`src/rtl/controlador_escritura_banco_pkg.sv`:
```
// Shared types and sizes for the register-bank write controller.
// Latency: n/a (declarations only).
// Backpressure: n/a. Exports NREG/AW/DW and the writeback request record wb_req_t.
package pkg_jericalla;

  localparam int NREG = 32;
  localparam int AW   = 5;
  localparam int DW   = 32;

  // One writeback request; both sources (ALU and load) use the same shape.
  typedef struct packed {
    logic          valid;
    logic [AW-1:0] wa;
    logic [DW-1:0] dw;
  } wb_req_t;

endpackage

```
`src/rtl/controlador_escritura_banco_if.sv`:
```
// Bundle of writeback requests, decode scoreboard checks and bank write port.
// Latency: n/a (wiring only).
// Backpressure: readyN is the grant for reqN; master = pipeline side, slave = controller.
interface controlador_escritura_banco_if;
  import pkg_jericalla::*;

  wb_req_t         req0;        // ALU writeback
  wb_req_t         req1;        // load writeback
  logic            req0_ready;
  logic            req1_ready;
  logic            issue_valid; // decode reserves issue_wa
  logic [AW-1:0]   issue_wa;
  logic [AW-1:0]   ra1_chk;
  logic [AW-1:0]   ra2_chk;
  logic            stall;
  logic            issue_err;
  logic [NREG-1:0] busy_vec;
  logic            we_banco;
  logic [AW-1:0]   wa_banco;
  logic [DW-1:0]   dw_banco;

  modport master (
    output req0, req1, issue_valid, issue_wa, ra1_chk, ra2_chk,
    input  req0_ready, req1_ready, stall, issue_err, busy_vec,
           we_banco, wa_banco, dw_banco
  );

  modport slave (
    input  req0, req1, issue_valid, issue_wa, ra1_chk, ra2_chk,
    output req0_ready, req1_ready, stall, issue_err, busy_vec,
           we_banco, wa_banco, dw_banco
  );

endinterface

```
`src/rtl/controlador_escritura_banco_arbitro_rr2.sv`:
```
// Two-way round-robin arbiter; gnt_o one-hot or zero, combinational from req_i and LAST.
// Latency: 0 cycles request->grant; LAST updates on the edge where advance_i is high.
// Backpressure: a loser waits at most one cycle. Ports: clk_i, rst_n_i, req_i, advance_i, gnt_o.
module arbitro_rr2 (
  input  logic       clk_i,
  input  logic       rst_n_i,
  input  logic [1:0] req_i,
  input  logic       advance_i,
  output logic [1:0] gnt_o
);

  logic last_q, last_d;

  always_comb begin
    gnt_o  = 2'b00;
    last_d = last_q;
    unique case (req_i)
      2'b01:   gnt_o = 2'b01;
      2'b10:   gnt_o = 2'b10;
      // Conflict: the requester that did not win last time goes first.
      2'b11:   gnt_o = last_q ? 2'b01 : 2'b10;
      default: gnt_o = 2'b00;
    endcase
    if (advance_i && (gnt_o != 2'b00)) last_d = gnt_o[1];
  end

  // LAST=1 out of reset so requester 0 wins the first conflict.
  always_ff @(posedge clk_i or negedge rst_n_i) begin
    if (!rst_n_i) last_q <= 1'b1;
    else          last_q <= last_d;
  end

endmodule

```
`src/rtl/controlador_escritura_banco.sv`:
```
// Shares the single bank write port between ALU and load writeback; keeps a pending-write scoreboard.
// Latency: 1 cycle from accepted request to WE/WA/DW; STALL is combinational from registered BUSY.
// Backpressure: readyN = round-robin grant (forced 0 in reset). Ports: clk_i, rst_n_i, bus_if (slave).
module controlador_escritura_banco
  import pkg_jericalla::*;
(
  input  logic                         clk_i,
  input  logic                         rst_n_i,
  controlador_escritura_banco_if.slave bus_if
);

  logic [1:0]      gnt;
  logic            xfer;
  logic [AW-1:0]   win_wa;
  logic [DW-1:0]   win_dw;
  logic [NREG-1:0] set_vec, clr_vec;

  logic            we_q, we_d;
  logic [AW-1:0]   wa_q, wa_d;
  logic [DW-1:0]   dw_q, dw_d;
  logic [NREG-1:0] busy_q, busy_d;
  logic            err_q, err_d;

  arbitro_rr2 u_arbitro (
    .clk_i     (clk_i),
    .rst_n_i   (rst_n_i),
    .req_i     ({bus_if.req1.valid, bus_if.req0.valid}),
    .advance_i (xfer),
    .gnt_o     (gnt)
  );

  // A grant is only ever given to a valid requester, so any grant is a transfer.
  assign xfer              = |gnt;
  assign bus_if.req0_ready = gnt[0] & rst_n_i;
  assign bus_if.req1_ready = gnt[1] & rst_n_i;

  always_comb begin
    win_wa  = gnt[1] ? bus_if.req1.wa : bus_if.req0.wa;
    win_dw  = gnt[1] ? bus_if.req1.dw : bus_if.req0.dw;
    // Writes to r0 are accepted but never reach the bank.
    we_d    = xfer && (win_wa != '0);
    wa_d    = we_d ? win_wa : wa_q;
    dw_d    = we_d ? win_dw : dw_q;

    set_vec = '0;
    if (bus_if.issue_valid && (bus_if.issue_wa != '0)) set_vec[bus_if.issue_wa] = 1'b1;
    clr_vec = '0;
    if (we_d) clr_vec[win_wa] = 1'b1;

    // Set after clear: a same-edge reissue means a newer producer is outstanding.
    busy_d  = (busy_q & ~clr_vec) | set_vec;
    err_d   = (set_vec & busy_q & ~clr_vec) != '0;
  end

  always_ff @(posedge clk_i or negedge rst_n_i) begin
    if (!rst_n_i) begin
      we_q   <= 1'b0;
      wa_q   <= '0;
      dw_q   <= '0;
      busy_q <= '0;
      err_q  <= 1'b0;
    end else begin
      we_q   <= we_d;
      wa_q   <= wa_d;
      dw_q   <= dw_d;
      busy_q <= busy_d;
      err_q  <= err_d;
    end
  end

  // busy_q[0] is never set, so r0 always reads not-busy. No stall in the
  // clearing cycle: the bank's write-through forwards the new value.
  assign bus_if.stall     = busy_q[bus_if.ra1_chk] | busy_q[bus_if.ra2_chk];
  assign bus_if.issue_err = err_q;
  assign bus_if.busy_vec  = busy_q;
  assign bus_if.we_banco  = we_q;
  assign bus_if.wa_banco  = wa_q;
  assign bus_if.dw_banco  = dw_q;

endmodule

```
`src/flat_wrapper.sv`:
```
// flat-port wrapper written by rule: the top's interface ports become plain ports
module controlador_escritura_banco_flat import pkg_jericalla::*;
  (clk_i, rst_n_i, bus_if_req0, bus_if_req1, bus_if_issue_valid, bus_if_issue_wa, bus_if_ra1_chk, bus_if_ra2_chk, bus_if_req0_ready, bus_if_req1_ready, bus_if_stall, bus_if_issue_err, bus_if_busy_vec, bus_if_we_banco, bus_if_wa_banco, bus_if_dw_banco);
  controlador_escritura_banco_if bus_if_i ();
  input  logic clk_i;
  input  logic rst_n_i;
  input wire logic [$bits(bus_if_i.req0)-1:0] bus_if_req0;
  input wire logic [$bits(bus_if_i.req1)-1:0] bus_if_req1;
  input wire logic [$bits(bus_if_i.issue_valid)-1:0] bus_if_issue_valid;
  input wire logic [$bits(bus_if_i.issue_wa)-1:0] bus_if_issue_wa;
  input wire logic [$bits(bus_if_i.ra1_chk)-1:0] bus_if_ra1_chk;
  input wire logic [$bits(bus_if_i.ra2_chk)-1:0] bus_if_ra2_chk;
  output wire logic [$bits(bus_if_i.req0_ready)-1:0] bus_if_req0_ready;
  output wire logic [$bits(bus_if_i.req1_ready)-1:0] bus_if_req1_ready;
  output wire logic [$bits(bus_if_i.stall)-1:0] bus_if_stall;
  output wire logic [$bits(bus_if_i.issue_err)-1:0] bus_if_issue_err;
  output wire logic [$bits(bus_if_i.busy_vec)-1:0] bus_if_busy_vec;
  output wire logic [$bits(bus_if_i.we_banco)-1:0] bus_if_we_banco;
  output wire logic [$bits(bus_if_i.wa_banco)-1:0] bus_if_wa_banco;
  output wire logic [$bits(bus_if_i.dw_banco)-1:0] bus_if_dw_banco;
  assign bus_if_i.req0 = bus_if_req0;
  assign bus_if_i.req1 = bus_if_req1;
  assign bus_if_i.issue_valid = bus_if_issue_valid;
  assign bus_if_i.issue_wa = bus_if_issue_wa;
  assign bus_if_i.ra1_chk = bus_if_ra1_chk;
  assign bus_if_i.ra2_chk = bus_if_ra2_chk;
  assign bus_if_req0_ready = bus_if_i.req0_ready;
  assign bus_if_req1_ready = bus_if_i.req1_ready;
  assign bus_if_stall = bus_if_i.stall;
  assign bus_if_issue_err = bus_if_i.issue_err;
  assign bus_if_busy_vec = bus_if_i.busy_vec;
  assign bus_if_we_banco = bus_if_i.we_banco;
  assign bus_if_wa_banco = bus_if_i.wa_banco;
  assign bus_if_dw_banco = bus_if_i.dw_banco;
  controlador_escritura_banco u_core (.clk_i(clk_i), .rst_n_i(rst_n_i), .bus_if(bus_if_i));
endmodule
```
`config.mk`:
```
export PLATFORM = sky130hd
export DESIGN_NAME = controlador_escritura_banco_flat
export DESIGN_NICKNAME = d
export VERILOG_FILES = /design/src/rtl/controlador_escritura_banco_pkg.sv /design/src/rtl/controlador_escritura_banco_if.sv /design/src/rtl/controlador_escritura_banco_arbitro_rr2.sv /design/src/rtl/controlador_escritura_banco.sv /design/src/flat_wrapper.sv
export SDC_FILE = /design/constraint.sdc
export NUM_CORES = 1
export LEC_CHECK = 0
export CAP_MARGIN = 5
export CORE_ASPECT_RATIO = 1.75
export CORE_MARGIN = 1.5
export CORE_UTILIZATION = 47
export DETAILED_ROUTE_END_ITERATION = 8
export PLACE_DENSITY_LB_ADDON = 0.2
export SLEW_MARGIN = 20
export SYNTH_ARGS = -nofsm -noshare
export SYNTH_HDL_FRONTEND = slang
export SYNTH_SLANG_ARGS = --single-unit
```
`constraint.sdc`:
```
create_clock -name clk_i -period 4.7 [get_ports clk_i]
set_input_delay 0.94 -clock clk_i [delete_from_list [all_inputs] [get_ports clk_i]]
set_output_delay 0.94 -clock clk_i [all_outputs]
set_load 0.005 [all_outputs]
```
==> run_results.csv <==
group,metric,value,unit
run_status,status,"completed",
critical_path,cp_max_fo,8,
floorplanning,die-height,128,µm
floorplanning,die-area,9480,µm²
sta,setup_viol,0,
floorplanning,die_w,74.2,µm
sta,tightest_slew,0.862,ns
floorplanning,placementRows,45,
critical_path,critPathCaptureType,"primary output",
clock_tree,cts_buffers,9,
power_and_ir_drop,power_density,370,nW/µm²
cells_and_area,drive_gt1_share,9.38,%
clock_tree,cts_tree,"done",
logic_synthesis,synth.avg_cell_area,10.1,µm²
critical_path,cp_slowest_cell,"clkdlybuf4s50_1",
global_route,grt-ovfl-total,0,
sta,rsz0062_at_grt,"no",
critical_path,ff2ff_path_depth,8,
sta,final.period_utilization,93.8,%
clock_tree,clockRootBuffer,"clkbuf_16",
sta,tns,0,ns
power_and_ir_drop,combPwrFrac,31.2,%
critical_path,ff2ff_setup_slack,1.88,ns
detailed_routing,drc_errors,0,
cells_and_area,layout.nets,665,
place,placed_area,5940,µm²
power_and_ir_drop,peakVddDrop,0.000278,V
cells_and_area,final_common_cell,"clkdlybuf4s50_1",
critical_path,r2r-start,"u_core.u_arbitro.last_q",
detailed_routing,wirelength,14.8,mm
critical_path,cp_data_arrival_time,3.47,ns
detailed_routing,vias,4136,
critical_path,startpoint_type,"input pin",
logic_synthesis,synth-edff-count,0,
sta,report.final.hold_viol_count,0,
logic_synthesis,yosysSeqAreaShare,43.2,%
cells_and_area,fillers,696,
logic_synthesis,synth.top_cell.area_share,42.6,%
clock_tree,cts.hold.buffers_added,0,
sta,finalMaxSlewViolations,0,
logic_synthesis,synthArstFlopShare,100,%
logic_synthesis,synth-seq-cells,72,
sta,clock_skew,0.00486,ns
logic_synthesis,ys_top_cells_by_area,"dfrtp_1, mux4_2, mux2i_1",
sta,slew_headroom,42.6,%
critical_path,crit_type,"input pin to primary output",
place,place.gp.congestion,0.994,
floorplanning,placeableCoreArea,8670,µm²
clock_tree,clkTransAtPathRegs,0.06,ns
power_and_ir_drop,power.leakage,2.47,nW
min_path,hold_path.class,"input pin to asynchronous set/reset pin",
place,hpwl,11.4,mm
critical_path,crit_required,3.76,ns
clock_tree,htreeDepth,3,
cells_and_area,mostFrequentLayoutCells,"clkdlybuf4s50_1, o21ai_0, dfrtp_1, nand2_1, mux2i_1",
floorplanning,io_pins,168,
global_route,grt_max_degree,69,
logic_synthesis,ys_types,48,
logic_synthesis,ys.flop_type,"dfrtp_1",
critical_path,crit_chain,"clkdlybuf4s50_1 > mux4_2 > mux4_2 > mux2i_1 > nand2_1 > clkdlybuf4s50_1",
clock_tree,clk_latency,0.33,ns
detailed_routing,drt-initial-drc-count,283,
cells_and_area,fin_util,72.1,%
logic_synthesis,synthCells,413,
critical_path,critPathMaxStageDelay,0.82,ns
clock_tree,clockBufferDepth,2,
flow_run,maxCapViolCount,0,
global_route,grt_pass1_wl,22.1,mm
power_and_ir_drop,p_seq_share,38.8,%
power_and_ir_drop,internal-power,1.62,mW
logic_synthesis,synth_top_cell_by_area,"dfrtp_1",
sta,fin_crit,4.41,ns
logic_synthesis,yosysWarnings,0,
clock_tree,post_cts.repair.setup_buffers,0,
place,io_buffers,167,
global_route,grt_pass1_vias,4160,
detailed_routing,dr.pass1.iters,5,
logic_synthesis,syn_area,4170,µm²
clock_tree,clock_sinks,72,
cells_and_area,n_antenna_cell,0,
detailed_routing,drtAntennaViolNets,0,
logic_synthesis,synth_nets,507,
floorplanning,start_util,48.1,%
detailed_routing,viasPerCell,5.97,
global_route,antenna_found_initial,0,
sta,max_freq,227,MHz
power_and_ir_drop,swShare,30.0,%
clock_tree,post_cts_resize_count,0,
power_and_ir_drop,p_clk_share,30.0,%
cells_and_area,syn2layout_area_growth,49.7,%
power_and_ir_drop,switchingPower,0.696,mW
critical_path,reg2reg_to,"u_core.bus_if.issue_err",
global_route,grt_util_all_layers,31.7,%
detailed_routing,wl_per_cell,21.4,µm
cells_and_area,stdcell_area,6250,µm²
[layer usage]
| layer | vias up | track usage, % | share of wire, % |
|---|---|---|---|
| met2 | 247 | 55.5 | 52 |
| met4 | 0 | 21.7 | 7.4 |
| met1 | 1966 | 32.4 | 33 |
| met5 | - | 0 | 0 |
| li1 | 1858 | - | - |
| met3 | 65 | 6.60 | 8.3 |
[area by class of cell]
class	count	area, µm²	area share [%]
multi-input cells	308	2230	35.8
flip-flops and latches	72	1800	28.8
repair buffers	175	1740	27.8
clock buffers	11	253	4.04
well taps	117	146	2.34
clock inverters	5	55.1	0.881
inverters	5	18.8	0.300
[critical path, delay by kind of cell]
kind,cells,cell delay [ns]
mux,3,1.19
simple gates,1,0.08
buf+inv,2,1.26
[per-stage QoR]
stage                     worst slack (ns)  cells  total power, mW  hold WS, ns
after CTS                            0.257    693             2.32        0.435
after detailed placement             0.268    677             1.62        0.430
after floorplan                       1.19    413             1.14        0.470
after global placement               0.301    677             1.60        0.420
after global routing                 0.149    693             2.41        0.439
final                                0.293    693             2.32        0.441
[cells by family (layout without fill, tap and decap cells)]
| family | after synthesis | in the layout | share of synthesized area [%] |
|---|---|---|---|
| buffers and inverters | 33 | 196 | 3.72 |
| AOI/OAI and AO/OA | 124 | 124 | 17.7 |
| DFF | 72 | 72 | 43.2 |
| and+or+nand+nor | 118 | 118 | 13.5 |
| muxes | 66 | 66 | 21.9 |
[power groups by stage]
| stage | Clock, mW | Combinational, mW | Sequential, mW |
|---|---|---|---|
| CTS | 0.700 | 0.723 | 0.893 |
| global placement | 0 | 0.702 | 0.899 |
| floorplan | 0 | 0.292 | 0.846 |
| detailed placement | 0 | 0.717 | 0.903 |
| global route | 0.726 | 0.775 | 0.908 |
| finish | 0.695 | 0.722 | 0.899 |
[sequential cells by signal (all words and copies together), names as in the netlist]
signal,cells
u_core.bus_if.busy_vec,32
u_core.bus_if.we_banco,1
u_core.bus_if.wa_banco,5
u_core.bus_if.dw_banco,32
u_core.bus_if.issue_err,1
u_core.u_arbitro.last_q,1
[synth_stat cells, drive strengths merged (3+ instances only)]
library cell  number
o2111ai           10
nand3              6
o211ai             8
mux2               3
o21ai             85
or2                4
dfrtp             71
nand3b             5
nand2             67
nor3               4
buf               10
inv                5
o31ai              3
nor3b              6
mux2i             43
mux4              20
clkbuf            18
nor2              12
[worst max path at each step]
stage,from,to
after floorplan,bus_if_ra1_chk[0],bus_if_stall
after global placement,bus_if_ra1_chk[0],bus_if_stall
after detailed placement,bus_if_ra1_chk[0],bus_if_stall
after CTS,bus_if_ra1_chk[0],bus_if_stall
after global routing,bus_if_ra2_chk[0],bus_if_stall
final,bus_if_ra1_chk[0],bus_if_stall
No activity file was read; power rests on OpenSTA's default activity.
==> edit (config.mk and constraints unchanged) <==
`wa_q` and `dw_q` no longer have a reset.
--- a/src/rtl/controlador_escritura_banco.sv
+++ b/src/rtl/controlador_escritura_banco.sv
@@ -57,4 +57,2 @@
       we_q   <= 1'b0;
-      wa_q   <= '0;
-      dw_q   <= '0;
       busy_q <= '0;
@@ -63,4 +61,2 @@
       we_q   <= we_d;
-      wa_q   <= wa_d;
-      dw_q   <= dw_d;
       busy_q <= busy_d;
@@ -68,2 +64,7 @@
     end
+  end
+
+  always_ff @(posedge clk_i) begin
+    wa_q <= wa_d;
+    dw_q <= dw_d;
   end
Behaviour: not the same (a bounded check fails within 4 cycles, from zero or initial values and one cycle with rst_n_i low).
==> edit against the unedited design <==
- setup slack improved by 0.17 ns
- area after synthesis fell by 5.4%
- design area fell by 4.4%
- sequential cell count did not move
- first-iteration DRC count rose by 3.9%
- power fell by 2.0%
- wire length fell by 5.6%
- critical endpoint unchanged
- highest routed layer unchanged
==> edit: results (changes against the unedited design) <==
global_routing:
  antenna_found_initial: 0  # unchanged
  grt_max_degree: 39  # was 69
  met3_usage_pct: 7.61  # was 6.60%
  grt_pass1_wl_um: 21100  # was 22100 um
  track_usage_pct: 31.9  # was 31.7%
  grt_use_met1_pct: 32.8  # was 32.4%
  grt_use_met2_pct: 55.8  # was 55.5%
  grt_pass1_vias: 3781  # was 4160
drt:
  wl_met3_um: 1270  # was 1220 um
  top_layer: "met4"  # unchanged
  detail_route.wl_per_cell_um: 24.1  # was 21.4 um
  num_vias: 3663  # was 4136
  wl_met1_um: 4410  # was 4820 um
  first_pass_iters: 7  # was 5
  drt_iter0_markers: 294  # was 283
  route.met2.wl_um: 7360  # was 7660 um
synth:
  synth_nets: 411  # was 507
  synthArstFlopShare_pct: 48.6  # was 100%
  ys_warn_count: 0  # unchanged
  yosysUniqueCellTypes: 42  # was 48
  synth_edf_count: 37  # was 0
  synth_common_cells: "o21ai_0, edfxtp_1, dfrtp_1"  # was o21ai_0, dfrtp_1, nand2_1
  synthTopCellsByArea: "edfxtp_1, dfrtp_1, mux4_2"  # was dfrtp_1, mux4_2, mux2i_1
  yosysSeqAreaShare_pct: 50.3  # was 43.2%
clock_network:
  htreeDepth: 3  # unchanged
  cts_resized: 0  # unchanged
  clock_tree.buffer_depth: 2  # unchanged
  cts_root_buf: "clkbuf_16"  # unchanged
  cts-buffers-inserted: 9  # unchanged
  post_cts_buffers: 0  # unchanged
  clk_pin_slew_ns: 0.05
  clock_latency_ns: 0.34
cells_and_area:
  nFillCells: 579  # was 696
  antenna_cells: 0  # unchanged
  drive_gt1_share_pct: 17.5  # was 9.38%
  num-nets-final: 576  # was 665
setup_path:
  slowest_stage: "mux4_2"  # was clkdlybuf4s50_1
  max_stage_delay_ns: 0.52  # was 0.82 ns
  arrival_ns: 3.30  # was 3.47 ns
  critical_path.max_fanout: 8  # unchanged
placed_design:
  place.gp.congestion: 0.959  # was 0.994
  placed_area_sq_um: 5690  # was 5940 sq um
  hpwl_um: 10700  # was 11400 um
  numPortBuffers: 167  # unchanged
pwr:
  vdd_drop_max_mv: 0.283  # was 0.278 mV
  power.static_leakage_nw: 2.24  # was 2.47 nW
sta:
  maxSlewHeadroom_pct: 37.4  # was 42.6%
  skew_ns: 0.00854  # was 0.00486 ns
  tns_ns: 0  # unchanged
min_path:
  hp-class: "reg2reg"  # was in2async
run_status:
  outcome: "finished clean"  # unchanged
job:
  maxCapViolCount: 0  # unchanged
edit: path summary, 6_finish.rpt:
path / start / to / slack (ns) / depth (start not counted)
worst max-delay path: bus_if_ra1_chk[0] / bus_if_stall / 0.46 / 7
worst min-delay path: u_core.bus_if.busy_vec[0] / u_core.bus_if.busy_vec[0] / 0.46 / 0
worst max register to register: u_core.u_arbitro.last_q / u_core.bus_if.issue_err / 1.96 / 8
worst min register to register: u_core.bus_if.busy_vec[0] / u_core.bus_if.busy_vec[0] / 0.46 / 0
max in group asynchronous: rst_n_i / u_core.bus_if.we_banco / 3.05 / 2
min in group asynchronous: rst_n_i / u_core.bus_if.busy_vec[11] / 0.90 / 1
edit: layout make-up:
type                            instances  area share, %
Sequential cell                        72           33.3
Tap cell                               92           1.93
Inverter                                6          0.377
Clock buffer                           16           4.71
Timing Repair Buffer                  173           28.7
Multi-Input combinational cell        220           31.0
edit: where the power goes:
group          switching, mW  internal (mW)
Clock                  0.248          0.401
Combinational          0.252          0.432
Sequential             0.143          0.792
edit: critical path: cells and delay by family:
family | cells | cell delay, ns
buffers and inverters | 3 | 1.14
muxes | 3 | 1.15
and+or+nand+nor | 1 | 0.07
edit: through the flow:
stage	setup slack, ns	utilization, %	power, mW	hold slack, ns	instances
after floorplan	1.19	-	1.17	0.471	317
after global placement	0.496	69.4	1.60	0.449	563
after detailed placement	0.445	69.4	1.62	0.447	563
after CTS	0.443	72.8	2.27	0.458	579
after global routing	0.353	72.8	2.35	0.458	579
final	0.458	72.8	2.27	0.456	579
edit: kinds of logic (layout without fill, tap and decap cells):
group                  Yosys count  after routing  synth area share (%)
AO/OA/AOI/OAI                   84             84                  13.4
buffers and inverters           25            195                  3.01
flip-flops                      72             72                  50.3
multiplexers                    62             62                  23.5
AND/OR/NAND/NOR                 74             74                  9.76
